**src/rtl/player_sprite_renderer.sv**
```systemverilog
// Two-stage pixel pipeline drawing an 8x8 player bitmap at 4x scale over a flat background.
// Optional SPRITE_FRAME_LATCH_EN: sample the player position once per frame instead of every cycle.
module player_sprite_renderer #(
    parameter int             H_DISPLAY     = 640,
    parameter int             V_DISPLAY     = 480,
    parameter int             PLAYER_WIDTH  = 32,
    parameter int             PLAYER_HEIGHT = 32,
    parameter logic [8:0]     BG_COLOR      = 9'b000_011_000,
    parameter logic [8:0]     PLAYER_COLOR  = 9'b111_111_000
) (
    input  logic       clk_i,
    input  logic       rst_i,
    input  logic [9:0] h_count_i,
    input  logic [9:0] v_count_i,
    input  logic       display_en_i,
    input  logic       hsync_i,
    input  logic       vsync_i,
    input  logic [9:0] player_x_i,
    input  logic [9:0] player_y_i,
    output logic [2:0] vga_r_o,
    output logic [2:0] vga_g_o,
    output logic [2:0] vga_b_o,
    output logic       hsync_o,
    output logic       vsync_o,
    output logic       player_on_o,
    output logic       frame_tick_o
);

    localparam logic [9:0]  MAX_X = 10'(H_DISPLAY - PLAYER_WIDTH);
    localparam logic [9:0]  MAX_Y = 10'(V_DISPLAY - PLAYER_HEIGHT);
    localparam logic [10:0] SPR_W = 11'(PLAYER_WIDTH);
    localparam logic [10:0] SPR_H = 11'(PLAYER_HEIGHT);

    function automatic logic [7:0] sprite_row(input logic [2:0] r);
        case (r)
            3'd0:    sprite_row = 8'h3C;
            3'd1:    sprite_row = 8'h7E;
            3'd2:    sprite_row = 8'hDB;
            3'd3:    sprite_row = 8'hFF;
            3'd4:    sprite_row = 8'hFF;
            3'd5:    sprite_row = 8'h7E;
            3'd6:    sprite_row = 8'h66;
            default: sprite_row = 8'hC3;
        endcase
    endfunction

    logic [9:0] clamp_x, clamp_y, pos_x, pos_y;
    logic       latch_cond;

    assign clamp_x    = (player_x_i > MAX_X) ? MAX_X : player_x_i;
    assign clamp_y    = (player_y_i > MAX_Y) ? MAX_Y : player_y_i;
    assign latch_cond = (v_count_i == 10'(V_DISPLAY)) && (h_count_i == 10'd0);

`ifdef SPRITE_FRAME_LATCH_EN
    localparam logic [9:0] DEF_X = 10'(H_DISPLAY / 2 - PLAYER_WIDTH / 2);
    localparam logic [9:0] DEF_Y = 10'(V_DISPLAY - PLAYER_HEIGHT);

    logic [9:0] lat_x_q, lat_x_d, lat_y_q, lat_y_d;

    always_comb begin
        lat_x_d = lat_x_q;
        lat_y_d = lat_y_q;
        if (latch_cond) begin
            lat_x_d = clamp_x;
            lat_y_d = clamp_y;
        end
    end

    always_ff @(posedge clk_i) begin
        if (rst_i) begin
            lat_x_q <= DEF_X;
            lat_y_q <= DEF_Y;
        end else begin
            lat_x_q <= lat_x_d;
            lat_y_q <= lat_y_d;
        end
    end

    assign pos_x = lat_x_q;
    assign pos_y = lat_y_q;
`else
    assign pos_x = clamp_x;
    assign pos_y = clamp_y;
`endif

    // Stage 1: box test and bitmap coordinates
    logic       in_box_q, in_box_d;
    logic [2:0] col_q, col_d, row_q, row_d;
    logic       de1_q, hs1_q, vs1_q;
    logic [10:0] h11, v11, px11, py11;

    always_comb begin
        h11      = {1'b0, h_count_i};
        v11      = {1'b0, v_count_i};
        px11     = {1'b0, pos_x};
        py11     = {1'b0, pos_y};
        in_box_d = (h11 >= px11) && (h11 < px11 + SPR_W) &&
                   (v11 >= py11) && (v11 < py11 + SPR_H);
        // Only bits [4:2] of the offset matter: 32-pixel sprite, 4x scale
        col_d    = 3'((h_count_i[4:0] - pos_x[4:0]) >> 2);
        row_d    = 3'((v_count_i[4:0] - pos_y[4:0]) >> 2);
    end

    always_ff @(posedge clk_i) begin
        if (rst_i) begin
            in_box_q <= 1'b0;
            col_q    <= 3'd0;
            row_q    <= 3'd0;
            de1_q    <= 1'b0;
            hs1_q    <= 1'b0;
            vs1_q    <= 1'b0;
        end else begin
            in_box_q <= in_box_d;
            col_q    <= col_d;
            row_q    <= row_d;
            de1_q    <= display_en_i;
            hs1_q    <= hsync_i;
            vs1_q    <= vsync_i;
        end
    end

    // Stage 2: bitmap lookup and colour select
    logic [7:0] row_bits;
    logic       lit;
    logic [8:0] rgb_q, rgb_d;
    logic       on_q, on_d, hs2_q, vs2_q, tick_q;

    always_comb begin
        row_bits = sprite_row(row_q);
        lit      = in_box_q && row_bits[3'd7 - col_q];
        on_d     = de1_q && lit;
        rgb_d    = 9'd0;
        if (de1_q)
            rgb_d = lit ? PLAYER_COLOR : BG_COLOR;
    end

    always_ff @(posedge clk_i) begin
        if (rst_i) begin
            rgb_q  <= 9'd0;
            on_q   <= 1'b0;
            hs2_q  <= 1'b1;
            vs2_q  <= 1'b1;
            tick_q <= 1'b0;
        end else begin
            rgb_q  <= rgb_d;
            on_q   <= on_d;
            hs2_q  <= hs1_q;
            vs2_q  <= vs1_q;
            tick_q <= latch_cond;
        end
    end

    assign {vga_r_o, vga_g_o, vga_b_o} = rgb_q;
    assign player_on_o  = on_q;
    assign hsync_o      = hs2_q;
    assign vsync_o      = vs2_q;
    assign frame_tick_o = tick_q;

endmodule

```
**config.mk**
```make
export PLATFORM = sky130hd
export DESIGN_NAME = player_sprite_renderer
export DESIGN_NICKNAME = d
export VERILOG_FILES = /design/src/rtl/player_sprite_renderer.sv
export SDC_FILE = /design/constraint.sdc
export NUM_CORES = 1
export LEC_CHECK = 0
export CELL_PAD_IN_SITES_DETAIL_PLACEMENT = 1
export CELL_PAD_IN_SITES_GLOBAL_PLACEMENT = 1
export CORE_ASPECT_RATIO = 0.75
export CORE_MARGIN = 5
export CORE_UTILIZATION = 36
export CTS_BUF_LIST = sky130_fd_sc_hd__clkbuf_2 sky130_fd_sc_hd__clkbuf_4 sky130_fd_sc_hd__clkbuf_8
export DETAILED_ROUTE_END_ITERATION = 7
export PLACE_DENSITY = 0.9
export SYNTH_ARGS = -nofsm -noshare
export SYNTH_HDL_FRONTEND = slang
export SYNTH_SLANG_ARGS = --single-unit
```
**constraint.sdc**
```tcl
create_clock -name clk_i -period 9.3 [get_ports clk_i]
set_input_delay 2.325 -clock clk_i [delete_from_list [all_inputs] [get_ports clk_i]]
set_output_delay 2.325 -clock clk_i [all_outputs]
set_load 0.03 [all_outputs]
```
==> results of run 1 <==
==> final timing paths <==
path	startpoint	cells after the start	slack, ns	to
hold reg to reg	hs1_q$_SDFF_PP0_	1	0.44	hsync_o$_SDFF_PP1_
hold / removal	hs1_q$_SDFF_PP0_	1	0.44	hsync_o$_SDFF_PP1_
setup / recovery	player_y_i[5]	12	3.87	in_box_q$_SDFF_PP0_
setup reg to reg	col_q[1]$_SDFF_PP0_	6	7.87	rgb_q[7]$_SDFF_PP0_
==> per-layer routing <==
layer  global-route usage  up-vias  wire [um]
li1                     -      790          -
met1                0.221      776       2190
met2                0.345       53       2420
met3               0.0305        4        260
met4               0.0117        0         12
met5                    0        -          0
==> cells in the final DEF (no fill, tap or decap), drive strengths merged, types with 5 or more instances in the layout <==
| master | count |
|---|---|
| dfxtp | 16 |
| xor2 | 5 |
| nor2 | 8 |
| ha | 31 |
| nor2b | 8 |
| o21ai | 7 |
| o21a | 5 |
| nor3 | 8 |
| clkdlybuf4s50 | 54 |
| nor4 | 5 |
| and3 | 5 |
| inv | 10 |
| nand3 | 5 |
| nand2 | 17 |
| a21oi | 9 |
==> report_power, final <==
group / total (mW) / internal, mW / leakage, nW / switching (mW)
Clock: 0.0604 / 0.0375 / 0.0288 / 0.0229
Combinational: 0.0975 / 0.0494 / 0.789 / 0.0482
Sequential: 0.0783 / 0.0737 / 0.132 / 0.00461
==> registers in the layout (all words and copies together), names as in the netlist <==
register,cells
col_q,3
de1_q,1
frame_tick_o,1
hs1_q,1
hsync_o,1
in_box_q,1
player_on_o,1
rgb_q,2
row_q,3
vs1_q,1
vsync_o,1
==> worst max-delay path, stage by stage <==
cell and delay, ns:
clkdlybuf4s50_1 0.46, nor4_1 0.27, nand2_1 0.09, a41oi_1 0.42, nand2_1 0.14, inv_1 0.11
ha_1 0.17, or3b_2 0.45, ha_1 0.30, a2111oi_0 0.39, o211ai_1 0.23, a211oi_2 0.23
==> cells in the mapped netlist (2+ instances only) <==
| cell type | count | area [um^2] |
|---|---|---|
| a211o_1 | 2 | 17.5 |
| a211oi_1 | 2 | 15.0 |
| a21o_1 | 3 | 22.5 |
| a21oi_1 | 9 | 45.0 |
| a311oi_1 | 2 | 17.5 |
| and2_1 | 2 | 12.5 |
| and3_1 | 5 | 31.3 |
| buf_4 | 7 | 52.6 |
| conb_1 | 2 | 7.51 |
| dfxtp_1 | 16 | 320 |
| ha_1 | 31 | 388 |
| inv_1 | 10 | 37.5 |
| nand2_1 | 17 | 63.8 |
| nand3_1 | 5 | 25.0 |
| nand4_1 | 2 | 12.5 |
| nor2_1 | 8 | 30.0 |
| nor2b_1 | 7 | 43.8 |
| nor3_1 | 8 | 40.0 |
| nor3b_1 | 2 | 15.0 |
| nor4_1 | 5 | 31.3 |
| o211ai_1 | 2 | 15.0 |
| o21a_1 | 5 | 37.5 |
| o21ai_0 | 7 | 35.0 |
| o31a_1 | 2 | 17.5 |
| o31ai_1 | 2 | 15.0 |
| or2_2 | 4 | 25.0 |
| xnor2_1 | 2 | 17.5 |
| xor2_1 | 5 | 43.8 |
==> area by class of cell <==
| cell class | count | area [um^2] |
|---|---|---|
| Sequential cell | 16 | 320 |
| Clock buffer | 4 | 55.1 |
| Timing Repair Buffer | 54 | 541 |
| Inverter | 10 | 37.5 |
| Tap cell | 55 | 68.8 |
| Multi-Input combinational cell | 157 | 1180 |
| Fill cell | 504 | 1950 |
==> cell families (layout without fill, tap and decap cells) <==
| kind of cell | Yosys count | in the layout | share of synthesized area |
|---|---|---|---|
| simple gates | 70 | 70 | 0.238 |
| compound gates | 45 | 45 | 0.213 |
| flops | 16 | 16 | 0.202 |
| xor+xnor | 7 | 7 | 0.0387 |
| buf+inv | 18 | 68 | 0.0592 |
| other cells | 2 | 4 | 0.00474 |
| fa+ha+maj | 31 | 31 | 0.245 |
==> metrics.md, run 1 <==
| Metric | Value |
|---|---|
| EDFF count, synth | `0` |
| CP startpoint kind | `input pin` |
| Final Max Tran Viols | `0` |
| Hold Buf Count CTS | `0` |
| Sink Count | `16` |
| Antenna diodes | `0` |
| Leak Pwr | `0.951 nW` |
| Clock slew seen by the registers of the worst setup and hold paths | `roughly 0.06 ns` |
| Placer congestion estimate | `about 0.86` |
| Layout Skew | `roughly 0.0011 ns` |
| Setup WS pre-CTS | `~3.7 ns` |
| Final Power | `between 0.2 and 0.25 mW` |
| ANT nets after route | `0` |
| Unrepaired setup endpoints after global routing | `no` |
| Port-buffer cells | `54` |
| Setup TNS | `0 ns` |
| Min Hold Slack | `~0.44 ns` |
| Placed insts | `about 290` |
| Async set-reset flop share out of synthesis | `0` |
| Status | `finished, final reports clean` |
| Area growth syn-to-layout | `38.8%` |
| Initial antenna violation count | `0` |
| Die ar. | `between 5000 and 6000 um^2` |
| Final core utilization | `0.530` |
| Cell count after synthesis | `189` |
| Min-delay worst type | `register to register` |
| Core Region | `4150 um^2` |
| Top Ports | `just under 60` |
| Cell Area, Synth | `about 1600 um^2` |
| Die X | `86.6 um` |
| Area post-placement | `2150 um^2` |
| Postcts setup bufs | `0` |
| Finished Layout Cells | `296` |
| DRT Wirelength | `approximately 5 mm` |
| CP max FO | `6` |
| CP Class | `input pin to register` |
| Crit path time final | `5.43 ns` |
| Synth warn | `0` |
| Worst EP arrival | `~5.6 ns` |
| Sequential-to-total area share from yosys stat | `0.202` |
| Drt pass-1 iters | `4` |
| Remaining Overflow, GRT | `0` |
| Final net count | `between 300 and 400` |
| Initial Util | `0.382` |
| Final hold vios | `0` |
| Vias per cell | `~5.5` |
| Initial DRC count | `between 50 and 60` |
| Layout cells sized above 1 | `0.0539` |
| Clock buffer depth | `2` |
| Largest net degree at the start of global routing | `15` |
| Die Ht | `slightly below 70 um` |
| Post-Syn Area per Cell | `~8.4 um^2` |
| Setup Viol. Count Final | `0` |
| Row count | `20` |
| Max Cap Viol | `0` |
| Tightest Pin Transition | `0.577 ns` |
| Global-route wire length before repair | `about 8.3 mm` |
| Worst setup margin | `3.87 ns` |
| Max frequency | `between 150 and 200 MHz` |
| CTS tree | `built` |
| DR vias | `1623` |
| Unique cell type count in the Yosys netlist | `43` |
| Data required, critical path | `9.47 ns` |
| Half-perimeter wire length after placement | `between 4 and 5 mm` |
| Top_reg_cell synth | `dfxtp_1` |
| GRT Util Overall | `0.180` |
| Relative slew slack | `0.614` |
| WL per Instance | `between 15 and 20 um` |
| CP Capture Type | `register` |
| Clk root buf | `clkbuf_8` |
| Post-cts gate resize count | `0` |
| H-tree levels | `1` |
| CTS buffer count | `3` |
| Worst-Skew Late Latency | `~0.25 ns` |
| Drc violations | `0` |
| Via count of the first global-routing pass | `~1700` |
| VDD IR-drop max | `approximately 0.00008 V` |
| Design area | `approximately 2200 um^2` |
| PwrDens | `107 nW/um^2` |
| Period utilisation layout | `0.584` |
| Yosys reg bits | `16` |
No activity file was read; power rests on OpenSTA's default activity.
==> run 2: changes to the inputs <==
--- a/config.mk
+++ b/config.mk
@@ -9,10 +9,10 @@
 export CELL_PAD_IN_SITES_GLOBAL_PLACEMENT = 1
 export CORE_ASPECT_RATIO = 0.75
 export CORE_MARGIN = 5
-export CORE_UTILIZATION = 36
+export CORE_UTILIZATION = 30
 export CTS_BUF_LIST = sky130_fd_sc_hd__clkbuf_2 sky130_fd_sc_hd__clkbuf_4 sky130_fd_sc_hd__clkbuf_8
 export DETAILED_ROUTE_END_ITERATION = 7
-export PLACE_DENSITY = 0.9
+export PLACE_DENSITY = 0.8
 export SYNTH_ARGS = -nofsm -noshare
 export SYNTH_HDL_FRONTEND = slang
 export SYNTH_SLANG_ARGS = --single-unit
==> constraint.sdc (replaced) <==
create_clock -name clk_i -period 4.8 [get_ports clk_i]
set_input_delay 1.2 -clock clk_i [delete_from_list [all_inputs] [get_ports clk_i]]
set_output_delay 1.2 -clock clk_i [all_outputs]
set_load 0.03 [all_outputs]
==> run 2 against run 1 <==
  * Sequential cell count unchanged
  * Combinational power up 90%
  * Final cell count up 5.7%
  * Hold slack worse by 0.027 ns
  * Wire length down 8.9%
  * Non-clock buffer count up 1
  * Clock skew up 0.0037 ns
  * Via count down 5.2%
  * Register-to-register slack worse by 4.5 ns
  * Total power up 82%
  * Critical path depth unchanged
==> metrics.md, run 2 (synthesis results as in run 1) <==
| Metric | Value |
|---|---|
| CP max FO | `3 (-3)` |
| Crit path max-delay family | `compound AO/OA/AOI/OAI gates` |
| Final Max Tran Viols | `0 (unchanged)` |
| Layout Skew | `0.00486 ns (+0.00372 ns)` |
| WL per Instance | `14.2 um (-14%)` |
| Setup TNS | `0 ns (unchanged)` |
| Clock buffer depth | `2 (unchanged)` |
| Worst setup margin | `0.800 ns (-3.07 ns)` |
| Most frequent cells in the layout | `54 x clkdlybuf4s50_1, 31 x ha_1, 17 x nand2_1, 16 x dfxtp_1, 10 x inv_1` |
| PwrDens | `194 nW/um^2 (+81%)` |
| VDD IR-drop max | `0.0000882 V (+8.5%)` |
| DRT Wirelength | `4.45 mm (-8.9%)` |
| Final hold vios | `0 (unchanged)` |
| Die ar. | `6850 um^2 (+17%)` |
| Largest net degree at the start of global routing | `15 (unchanged)` |
| Post-cts gate resize count | `0 (unchanged)` |
| Max stage delay on crit path | `0.45 ns (about the same)` |
| Worst Reg-to-Reg Cells | `6 (unchanged)` |
| Data required, critical path | `4.97 ns (-4.50 ns)` |
| Top Registers | `col_q x3, row_q x3, rgb_q x2` |
| CP Class | `input pin to register` |
| Die Ht | `73.0 um (+8.1%)` |
| Drt pass-1 iters | `4 (unchanged)` |
| Period utilisation layout | `0.833` |
| Hold path cells | `1 (unchanged)` |
| Worst-Skew Late Latency | `0.24 ns (about the same)` |
| Worst EP arrival | `4.17 ns (-1.43 ns)` |
| DR vias | `1539 (-5.2%)` |
| Final net count | `319 (+0.31%)` |
| Top Ports | `58 (unchanged)` |
| Clk root buf | `clkbuf_8` |
| Final core utilization | `0.442 (-0.0875)` |
| Final Power | `0.431 mW (+82%)` |
| Initial DRC count | `49 (-13%)` |
| Design area | `2220 um^2 (+0.68%)` |
| Initial Util | `0.316 (-0.0652)` |
| Row count | `22 (+10%)` |
| Postcts setup bufs | `0 (unchanged)` |
| Drc violations | `0 (unchanged)` |
| Sink Count | `16 (unchanged)` |
| Crit path time final | `about 4.0 ns` |
| Remaining Overflow, GRT | `0 (unchanged)` |
| WP depth | `12 (unchanged)` |
| Global-route wire length before repair | `7.48 mm (-10%)` |
| CP startpoint kind | `input pin` |
| Port-buffer cells | `54 (unchanged)` |
| Area post-placement | `2170 um^2 (+1.3%)` |
| Core Region | `5010 um^2 (+21%)` |
| ANT nets after route | `0 (unchanged)` |
| GRT Util Overall | `0.132 (-0.0479)` |
| CTS tree | `built` |
| CP Capture Type | `register` |
| Worst path cell trace | `clkdlybuf4s50_1, nor4_1, nand2_1, a41oi_1, nand2_1, inv_1, ha_1, or3b_2, ha_1, a2111oi_0, o211ai_1, a211oi_2` |
| Vias per cell | `4.92 (-10%)` |
| Hold Buf Count CTS | `0 (unchanged)` |
| Leak Pwr | `0.948 nW (-0.24%)` |
| Area growth syn-to-layout | `39.8%` |
| Clock slew seen by the registers of the worst setup and hold paths | `0.06 ns (about the same)` |
| WP buf/inv | `2 (unchanged)` |
| Min-delay worst type | `register to register` |
| Status | `finished, final reports clean` |
| Layout cells sized above 1 | `0.0539 (unchanged)` |
| Placer congestion estimate | `0.830 (-3.3%)` |
| Max frequency | `between 200 and 250 MHz` |
| Antenna diodes | `0 (unchanged)` |
| CTS buffer count | `3 (unchanged)` |
| CP max-delay cell | `clkdlybuf4s50_1` |
| Tightest Pin Transition | `0.522 ns (-0.0551 ns)` |
| Relative slew slack | `0.651 (+0.0368)` |
| Setup Viol. Count Final | `0 (unchanged)` |
| Die X | `93.9 um (+8.4%)` |
| Max Cap Viol | `0 (unchanged)` |
| Half-perimeter wire length after placement | `4.02 mm (-6.9%)` |
| Via count of the first global-routing pass | `1657 (-5.3%)` |
| Setup WS pre-CTS | `0.522 ns (-3.14 ns)` |
| Commonest non-fill, non-tap cell in the layout | `clkdlybuf4s50_1` |
| Unrepaired setup endpoints after global routing | `no` |
| Initial antenna violation count | `0 (unchanged)` |
| H-tree levels | `1 (unchanged)` |
## run 2: cell types whose count changed in the layout (fill, tap and decap cells not counted)
cell | previous run | this run
clkbuf_8 | 4 | 3
buf_4 | 0 | 1
## run 2: routing by layer
metal  routed length, um  share of wire  track usage
met1                2140           0.48        0.187
met2                1980           0.44        0.216
met3                 274          0.062       0.0175
met4                  54          0.012       0.0256
met5                   0              0            0
## run 2: through the flow
stage / instances / hold slack (ns)
floorplan: 191 / 0.389
global placement: 310 / 0.393
detailed placement: 310 / 0.399
CTS: 313 / 0.412
global route: 313 / 0.427
finish: 313 / 0.410
## run 2: layout make-up
cell class	count	area, um^2
Inverter	10	37.5
Timing Repair Buffer	55	548
Tap cell	72	90.1
Fill cell	610	2790
Multi-Input combinational cell	157	1180
Sequential cell	16	320
Clock buffer	3	41.3
## run 2: worst paths after layout
| check | from | to | slack (ns) |
|---|---|---|---|
| worst max register to register | col_q[1]$_SDFF_PP0_ | player_on_o$_SDFF_PP0_ | 3.33 |
| worst min-delay path | hs1_q$_SDFF_PP0_ | hsync_o$_SDFF_PP1_ | 0.41 |
| worst min register to register | hs1_q$_SDFF_PP0_ | hsync_o$_SDFF_PP1_ | 0.41 |
| worst max-delay path | player_y_i[5] | in_box_q$_SDFF_PP0_ | 0.80 |
## run 2: where the power goes
part / switching, mW / internal [mW]
combinational: 0.0888 / 0.0958
clock: 0.0397 / 0.0554
sequential: 0.00840 / 0.143
## run 2: worst reg2reg max path: cells and delay by family, from the launching register on
kind             cells  cell delay (ns)
flip-flops           1             0.43
AND/OR/NAND/NOR      4             0.55
AO/OA/AOI/OAI        2             0.37
